## src/rtl/stage_sequencer.sv

```systemverilog
// rtl/stage_sequencer.sv - six-stage instruction sequencer with per-stage timeout and perf counters
// Optional single-step PAUSE after each retired instruction: define SINGLE_STEP_EN.
module stage_sequencer #(
    parameter int TIMEOUT = 16,
    parameter int CNT_W   = 32
) (
    input  logic             clock,
    input  logic             reset,
    input  logic             run,
`ifdef SINGLE_STEP_EN
    input  logic             step,
`endif
    input  logic             fetch_done,
    input  logic             decode_done,
    input  logic             exec_done,
    input  logic             mem_done,
    input  logic             wb_done,
    input  logic             pc_done,
    input  logic [1:0]       stat,
    input  logic             mem_err,
    output logic             fetch_start,
    output logic             decode_start,
    output logic             exec_start,
    output logic             mem_start,
    output logic             wb_start,
    output logic             pc_start,
    output logic             busy,
    output logic             halted,
    output logic             error,
    output logic [1:0]       err_code,
    output logic [CNT_W-1:0] instr_count,
    output logic [CNT_W-1:0] cycle_count
);
    localparam int            TW     = $clog2(TIMEOUT + 1);
    localparam logic [TW-1:0] T_LAST = TW'(TIMEOUT - 1);

    typedef enum logic [3:0] {
        IDLE, FETCH, DECODE, EXEC, MEM, WB, PCUPD, HALT, ERROR
`ifdef SINGLE_STEP_EN
        , PAUSE
`endif
    } state_t;

    state_t           state_q, state_d;
    logic [1:0]       err_code_q, err_code_d;
    logic [TW-1:0]    tcnt_q;
    logic [5:0]       start_q;
    logic             busy_q, halted_q, error_q;
    logic [CNT_W-1:0] instr_q, cycle_q;
    logic             stage_done, done_acc, expired;

    function automatic logic is_stage(input state_t s);
        return s inside {FETCH, DECODE, EXEC, MEM, WB, PCUPD};
    endfunction

    always_comb begin
        case (state_q)
            FETCH:   stage_done = fetch_done;
            DECODE:  stage_done = decode_done;
            EXEC:    stage_done = exec_done;
            MEM:     stage_done = mem_done;
            WB:      stage_done = wb_done;
            PCUPD:   stage_done = pc_done;
            default: stage_done = 1'b0;
        endcase
    end

    // tcnt_q is zero only in the start cycle, so a done coinciding with start is dropped
    assign done_acc = stage_done && (tcnt_q != '0);
    assign expired  = (tcnt_q == T_LAST);

    always_comb begin
        state_d    = state_q;
        err_code_d = err_code_q;
        case (state_q)
            IDLE:   if (run) state_d = FETCH;
            FETCH:  if (done_acc) begin
                case (stat)
                    2'd0: state_d = DECODE;
                    2'd1: state_d = HALT;
                    2'd2: begin state_d = ERROR; err_code_d = 2'd1; end
                    default: begin state_d = ERROR; err_code_d = 2'd2; end
                endcase
            end
            DECODE: if (done_acc) state_d = EXEC;
            EXEC:   if (done_acc) state_d = MEM;
            MEM:    if (done_acc) begin
                if (mem_err) begin
                    state_d    = ERROR;
                    err_code_d = 2'd1;
                end else begin
                    state_d = WB;
                end
            end
            WB:     if (done_acc) state_d = PCUPD;
            PCUPD:  if (done_acc) begin
`ifdef SINGLE_STEP_EN
                state_d = run ? PAUSE : IDLE;
`else
                state_d = run ? FETCH : IDLE;
`endif
            end
`ifdef SINGLE_STEP_EN
            PAUSE:  if (!run) state_d = IDLE;
                    else if (step) state_d = FETCH;
`endif
            default: ;
        endcase
        // an accepted done in the expiry cycle has already chosen state_d and wins
        if (is_stage(state_q) && !done_acc && expired) begin
            state_d    = ERROR;
            err_code_d = 2'd3;
        end
    end

    always_ff @(posedge clock) begin
        if (reset) begin
            state_q    <= IDLE;
            err_code_q <= 2'd0;
            tcnt_q     <= '0;
            start_q    <= '0;
            busy_q     <= 1'b0;
            halted_q   <= 1'b0;
            error_q    <= 1'b0;
            instr_q    <= '0;
            cycle_q    <= '0;
        end else begin
            state_q    <= state_d;
            err_code_q <= err_code_d;
            tcnt_q     <= (state_d == state_q && is_stage(state_q)) ? tcnt_q + TW'(1) : '0;
            start_q[0] <= (state_d != state_q) && (state_d == FETCH);
            start_q[1] <= (state_d != state_q) && (state_d == DECODE);
            start_q[2] <= (state_d != state_q) && (state_d == EXEC);
            start_q[3] <= (state_d != state_q) && (state_d == MEM);
            start_q[4] <= (state_d != state_q) && (state_d == WB);
            start_q[5] <= (state_d != state_q) && (state_d == PCUPD);
            busy_q     <= is_stage(state_d);
            halted_q   <= (state_d == HALT);
            error_q    <= (state_d == ERROR);
            if (state_q == PCUPD && done_acc && !(&instr_q))
                instr_q <= instr_q + CNT_W'(1);
            if (busy_q && !(&cycle_q))
                cycle_q <= cycle_q + CNT_W'(1);
        end
    end

    assign fetch_start  = start_q[0];
    assign decode_start = start_q[1];
    assign exec_start   = start_q[2];
    assign mem_start    = start_q[3];
    assign wb_start     = start_q[4];
    assign pc_start     = start_q[5];
    assign busy         = busy_q;
    assign halted       = halted_q;
    assign error        = error_q;
    assign err_code     = err_code_q;
    assign instr_count  = instr_q;
    assign cycle_count  = cycle_q;

endmodule

```

## config.mk

```make
export PLATFORM = sky130hd
export DESIGN_NAME = stage_sequencer
export DESIGN_NICKNAME = d
export VERILOG_FILES = /design/src/rtl/stage_sequencer.sv
export SDC_FILE = /design/constraint.sdc
export NUM_CORES = 1
export LEC_CHECK = 0
export ABC_CLOCK_PERIOD_IN_PS = 3900
export CAP_MARGIN = 20
export CELL_PAD_IN_SITES_DETAIL_PLACEMENT = 0
export CELL_PAD_IN_SITES_GLOBAL_PLACEMENT = 2
export CORE_ASPECT_RATIO = 1.5
export CORE_MARGIN = 1.5
export CORE_UTILIZATION = 33
export DETAILED_ROUTE_END_ITERATION = 6
export GPL_TIMING_DRIVEN = 0
export HOLD_SLACK_MARGIN = 0.08
export PLACE_DENSITY = 0.83
export RECOVER_POWER = 100
export REMOVE_ABC_BUFFERS = 1
export SLEW_MARGIN = 20
export SYNTH_ARGS = -nofsm -noshare
export SYNTH_HDL_FRONTEND = slang
export SYNTH_SLANG_ARGS = --single-unit
```

## constraint.sdc

```tcl
create_clock -name clock -period 3.9 [get_ports clock]
set_clock_uncertainty 0.1 [all_clocks]
set_input_delay 0.78 -clock clock [delete_from_list [all_inputs] [get_ports clock]]
set_output_delay 0.78 -clock clock [all_outputs]
set_load 0.01 [all_outputs]
```

==> flow_summary_export.csv, run 1 <==
group,metric,value,unit
outcome,status,"complete, no violations",
power_and_ir_drop,powerDensity,335.1,mW/mm2
synthesis,yosys_warnings,0,
timing,timing.fmax,285.7,MHz
power_and_ir_drop,irDropWorstVdd,0.0002129,V
synthesis,syn_inst,502,
synthesis,async_flop_share,0,%
global_route,antenna_found_initial,0,
synthesis,yosysUniqueCellTypes,57,
floorplanning,die_h,142.6,um
global_route,grt_pass1_vias,3831,
global_route,grt_max_degree,43,
clock_tree,clk_latency,0.34,ns
clock_tree,cts_tree,"done",
clock_tree,clockBufferDepth,2,
routing,wl_met1,4.649,mm
synthesis,syn_area,0.004289,mm2
place,gp_congestion,0.8021,
critical_path,crit_fanout,7,
routing,highest_layer,"met4",
routing,drt_iter0_drc,156,
floorplanning,rows,50,
synthesis,ys_ff_latch,84,
routing,avgRoutedWirePerCell,14.77,um
routing,routed_wl,10.90,mm
floorplanning,core_area,0.01257,mm2
layout,antenna_cells,0,
synthesis,synthFlopType,"dfxtp_1",
routing,met3WireLength,376,um
power_and_ir_drop,power_frac_clock,47.0,%
place,dpl-instance-area,0.005266,mm2
timing,layout_setup_ws,0.4002,ns
timing,hold_viol,0,
synthesis,synth-edff-count,0,
synthesis,yosysSeqAreaShare,39.21,%
clock_tree,cts_sinks,84,
critical_path,startpoint_type,"primary input",
critical_path,cp_slowest_stage_delay,0.62,ns
routing,viasPerCell,5.233,
layout,layout.cells.non_filler,738,
hold_path,hold_class,"flop to flop",
routing,route.detailed.drc,0,
clock_tree,htreeDepth,3,
routing,routed-wl-met2,5.673,mm
routing,vias,3862,
flow_run,max_cap_viol_count,0,
clock_tree,cts.repair.resized,0,
layout,drive_above_1_share,4.296,%
floorplanning,start_util,34.11,%
power_and_ir_drop,switching_power,406.0,uW
critical_path,critPathTopFamily,"compound AO/OA/AOI/OAI gates",
timing,grt_setup_unrepaired,"false",
floorplanning,dieArea,0.01370,mm2
layout,nets,594,
place,dp_hpwl,7.726,mm
place,dp_cells,722,
timing,finalCritPeriodShare,89.74,%
floorplanning,die-width,96.09,um
clock_tree,post_cts_buffers,0,
layout,fin_area,0.005510,mm2
critical_path,arrival,3.61,ns
power_and_ir_drop,switching_share,21.99,%
timing,slew_headroom,31.07,%
critical_path,critPathSlowestCell,"o21ai_0",
timing,min_period,3.500,ns
floorplanning,io_pins,87,
critical_path,crit_type,"primary input to flop",
layout,syn2layout_area_growth,28.47,%
power_and_ir_drop,pwr-share-comb,5.3,%
power_and_ir_drop,p_leak,0.001999,uW
global_route,grt_usage,17.02,%
power_and_ir_drop,pwr-share-seq,47.7,%
critical_path,cp-end-kind,"flop",
power_and_ir_drop,total_power,1846,uW
clock_tree,cts_buffers,9,
critical_path,worstPathBufferInverterCount,1,
timing,finalMaxSlewViolations,0,
global_route,gr-total-overflow,0,
clock_tree,holdBufCountCts,0,
routing,final_antenna_net_count,0,
global_route,grt_pass1_wl,18.45,mm
power_and_ir_drop,p_int,1440,uW
synthesis,avgSynthCellArea,8.544,um2
layout,num-fill-cells,1281,
place,port_buffers,86,
clock_tree,clockRootBuffer,"clkbuf_16",
clock_tree,path_clk_slew,0.06,ns
timing,tightest_slew,1.025,ns
critical_path,crit_chain,"dlygate4sd3_1, and4b_1, o21ai_0, a21oi_1, mux2i_1, nand2_1, a2111oi_2",
critical_path,worstPathRequired,4.01,ns
timing,finalSetupViolCount,0,
place,dp_slack,0.2336,ns
routing,firstDrtPassIters,6,
-- routing by layer --
layer,vias up,GRT usage (%)
met2,80,29.87
met4,0,7.895
met1,1822,19.71
li1,1947,-
met5,-,0
met3,13,2.716
-- registers in the layout, summed over array words and instances, names as in the netlist --
signal and cells:
busy 1, error 1, state_q 4, err_code 2
start_q 6, cycle_count 32, tcnt_q 5, instr_count 32
halted 1
-- worst register-to-register path: stages, from the launching register on --
cell and delay (ns):
dfxtp_1 0.66, nor4bb_1 0.33, o21ai_0 0.30, a21oi_1 0.68
mux2i_1 0.53, nand2_1 0.18, a2111oi_2 0.42
-- cells in the mapped netlist (3+ instances only) --
library cell  number  area, um2
xor2_1            17      148.9
nor4_2             5      62.56
and3_1            14      87.58
nor3_1            28      140.1
o211ai_1           6      45.04
nor2_1            76      285.3
nand4_1           10      62.56
ha_1               5      62.56
inv_1             15      56.30
a21oi_1            9      45.04
nand2b_1           4      25.02
nand2_1           28      105.1
xnor2_1           40      350.3
o2111ai_1          3      26.28
and2_1             7      43.79
or3_1              4      25.02
nor4b_2            4      60.06
a211oi_1           6      45.04
or4_1              4      30.03
mux2i_1            5      50.05
nor2b_1            5      31.28
clkbuf_1          18      67.56
nand3_1           32      160.2
o21ai_0            8      40.04
and4_1             7      61.31
dfxtp_1           84       1682
nor4b_1            5      43.79
nor4_1            11      68.82
mux2_2             4      45.04
-- layout make-up --
type                            instances  area [um2]  area share [%]
Timing Repair Buffer                   88       882.1           16.01
Multi-Input combinational cell        379        2390           43.37
Tap cell                              156       195.2           3.542
Clock inverter                          3       45.04          0.8174
Inverter                               15       56.30           1.022
Sequential cell                        84        1682           30.52
Clock buffer                           13       260.3           4.723
-- power by group through the flow --
| stage | clock network (uW) | logic, uW | registers, uW |
|---|---|---|---|
| after floorplan | 0 | 48.5 | 899 |
| after global placement | 0 | 97.9 | 900 |
| after detailed placement | 0 | 101 | 900 |
| after CTS | 898 | 102 | 881 |
| after global routing | 927 | 110 | 883 |
| final | 868 | 97.4 | 881 |
-- path summary, 6_finish.rpt --
check                                  to  depth (start not counted)  slack (ns)        from
worst min register to register  tcnt_q[0]                          1        0.36   tcnt_q[0]
worst max register to register      error                          6        0.57  state_q[2]
worst min-delay path            tcnt_q[0]                          1        0.36   tcnt_q[0]
worst max-delay path                error                          7        0.40   exec_done
-- metrics by stage --
stage / TNS [ns] / hold WS (ns) / utilization (%)
final: 0 / 0.3618 / 43.82
after global routing: 0 / 0.4158 / 43.82
after CTS: 0 / 0.3722 / 44.31
after detailed placement: 0 / 0.3584 / 41.88
after global placement: -4.946 / 0.3431 / 41.65
after floorplan: 0 / 0.3297 / -
-- cells in the final DEF, fill, tap and decap left out, types with 4 or more instances in the layout --
cell type	Yosys	final
a21oi_1	9	10
mux2i_1	5	5
and4_1	7	7
a211oi_1	6	6
clkdlybuf4s50_1	0	9
o211ai_1	6	6
xnor2_1	40	40
clkbuf_16	0	9
dlygate4sd3_1	0	76
inv_1	15	15
o21ai_0	8	9
or4_1	4	4
nand3_1	32	32
and3_1	14	14
nor2b_1	5	5
dfxtp_1	84	84
ha_1	5	5
nor4_1	11	16
nor4b_1	5	8
xor2_1	17	17
nand2_1	28	28
nor3_1	28	28
and2_1	7	6
or3_1	4	4
nand2b_1	4	4
nor2_1	76	76
nand4_1	10	10
-- logic make-up (layout without fill, tap and decap cells) --
logic type,Yosys count,in the layout,share of synthesized area [%]
AND/OR/NAND/NOR,255,255,32.21
adder cells (fa/ha/maj),6,6,1.692
flip-flops,84,84,39.21
AO/OA/AOI/OAI,52,52,9.218
multiplexers,9,9,2.217
buffers and inverters,39,119,3.821
XOR/XNOR,57,57,11.64
No activity file was read; power rests on OpenSTA's default activity.
==> run 2: changes to the inputs <==
--- a/config.mk
+++ b/config.mk
@@ -11,11 +11,11 @@
 export CELL_PAD_IN_SITES_GLOBAL_PLACEMENT = 2
 export CORE_ASPECT_RATIO = 1.5
 export CORE_MARGIN = 1.5
-export CORE_UTILIZATION = 33
+export CORE_UTILIZATION = 40
 export DETAILED_ROUTE_END_ITERATION = 6
+export DONT_BUFFER_PORTS = 1
 export GPL_TIMING_DRIVEN = 0
-export HOLD_SLACK_MARGIN = 0.08
-export PLACE_DENSITY = 0.83
+export PLACE_DENSITY = 0.81
 export RECOVER_POWER = 100
 export REMOVE_ABC_BUFFERS = 1
 export SLEW_MARGIN = 20
==> run 2 against run 1 <==
Net effect:
- setup slack improved by 0.28 ns
- via count is 7.8% lower
- critical path depth is 1 lower
- hold slack improved by 0.011 ns
- highest routed layer unchanged
- global-route usage grew 1.0 points
==> flow_summary_export.csv, run 2 (synthesis gave the netlist of run 1 again) <==
group,metric,value,unit
outcome,status,"complete, no violations",
clock_tree,cts_buffers,9,
clock_tree,clk_latency,0.33,ns
clock_tree,holdBufCountCts,0,
routing,viasPerCell,5.570,
layout,antenna_cells,0,
timing,tightest_slew,1.054,ns
floorplanning,core_area,0.01053,mm2
layout,final_common_cell,"dfxtp_1",
global_route,grt_usage,18.05,%
flow_run,max_cap_viol_count,0,
power_and_ir_drop,p_leak,0.001412,uW
critical_path,cp_slowest_stage_delay,0.67,ns
critical_path,worstPathRequired,4.02,ns
floorplanning,die-width,87.55,um
routing,routed_wl,10.19,mm
place,port_buffers,0,
timing,finalCritPeriodShare,82.64,%
floorplanning,io_pins,87,
clock_tree,post_cts_buffers,0,
global_route,grt_pass1_wl,16.24,mm
place,gp_congestion,0.7821,
timing,timing.fmax,310.3,MHz
critical_path,rr_worst_depth,6,
critical_path,critPathSlowestCell,"dfxtp_1",
clock_tree,clockBufferDepth,2,
routing,final_antenna_net_count,0,
clock_tree,htreeDepth,3,
global_route,grt_pass1_vias,3310,
clock_tree,path_clk_slew,0.06,ns
layout,drive_above_1_share,4.646,%
critical_path,cp-end-kind,"flop",
place,dp_slack,0.7241,ns
critical_path,crit_cells,6,
routing,avgRoutedWirePerCell,15.95,um
timing,grt_setup_unrepaired,"false",
hold_path,hold_class,"flop to flop",
critical_path,crit_start,"state_q[2]",
layout,layout_common_cells,"84 x dfxtp_1, 76 x nor2_1, 40 x xnor2_1",
critical_path,startpoint_type,"flop",
power_and_ir_drop,powerDensity,376.2,mW/mm2
clock_tree,clockRootBuffer,"clkbuf_16",
routing,drt_iter0_drc,130,
power_and_ir_drop,irDropWorstVdd,0.0002086,V
critical_path,crit_chain,"nor4bb_1, o21ai_0, a21oi_1, mux2i_1, nand2_1, a2111oi_2",
global_route,antenna_found_initial,0,
layout,syn2layout_area_growth,6.855,%
critical_path,reg2reg_slack,0.68,ns
critical_path,endpoint,"error",
timing,finalMaxSlewViolations,0,
timing,hold_viol,0,
floorplanning,dieArea,0.01137,mm2
timing,tns,0,ns
layout,num-fill-cells,1112,
critical_path,critPathTopFamily,"compound AO/OA/AOI/OAI gates",
clock_tree,cts_sinks,84,
global_route,grt_max_degree,79,
critical_path,timing.rr.start,"state_q[2]",
timing,min_period,3.223,ns
timing,slew_headroom,29.10,%
timing,layout_setup_ws,0.6771,ns
layout,nets,507,
clock_tree,cts.repair.resized,0,
critical_path,crit_type,"flop to flop",
floorplanning,die_h,129.8,um
global_route,gr-total-overflow,0,
critical_path,worstPathBufferInverterCount,0,
floorplanning,start_util,40.72,%
timing,finalSetupViolCount,0,
place,dp_hpwl,7.159,mm
critical_path,crit_fanout,17,
floorplanning,rows,46,
routing,route.detailed.drc,0,
routing,firstDrtPassIters,4,
clock_tree,cts_tree,"done",
critical_path,r2r-end,"error",
critical_path,arrival,3.34,ns
routing,vias,3559,
-- run 2: stage by stage --
step | std cells | utilization (%) | hold slack (ns) | total power [uW] | area, um2
detailed placement | 623 | 41.52 | 0.3612 | 963.6 | 4373
finish | 639 | 43.51 | 0.3727 | 1724 | 4583
floorplan | 478 | - | 0.3297 | 947.7 | 4182
global placement | 622 | 41.41 | 0.3423 | 962.4 | 4362
global route | 639 | 43.51 | 0.3938 | 1798 | 4583
CTS | 639 | 44.10 | 0.3795 | 1748 | 4644
-- run 2: how the worst min path moves through the flow --
stage          startpoint         endpoint  cells after the start
5_1_grt             reset  cycle_count[21]                      1
4_1_cts         tcnt_q[0]        tcnt_q[0]                      1
6_report        tcnt_q[0]        tcnt_q[0]                      1
3_5_place_dp    tcnt_q[0]        tcnt_q[0]                      1
2_1_floorplan   tcnt_q[0]        tcnt_q[0]                      1
3_3_place_gp    tcnt_q[0]        tcnt_q[0]                      1
-- run 2: where the power goes --
group	leakage [uW]	internal [uW]	switching (uW)
clock network	0.000129	447	333
registers	0.000677	867	19.0
logic	0.000606	24.1	34.0
-- run 2: area by class of cell --
class / count / area [um2] / share of cell area [%]
sequential: 84 / 1682 / 36.69
multi-input combinational: 379 / 2390 / 52.14
tap: 144 / 180.2 / 3.931
timing repair buffer: 1 / 3.754 / 0.08190
clock inverter: 4 / 25.02 / 0.5460
clock buffer: 12 / 246.5 / 5.378
inverter: 15 / 56.30 / 1.229
-- run 2: per-layer routing --
| metal | GRT usage, % | wire length (um) | up-vias |
|---|---|---|---|
| met5 | 0 | 0 | - |
| met4 | 6.256 | 154 | 0 |
| met3 | 5.756 | 595 | 11 |
| met2 | 31.58 | 5118 | 86 |
| met1 | 20.46 | 4324 | 1696 |
| li1 | - | - | 1766 |
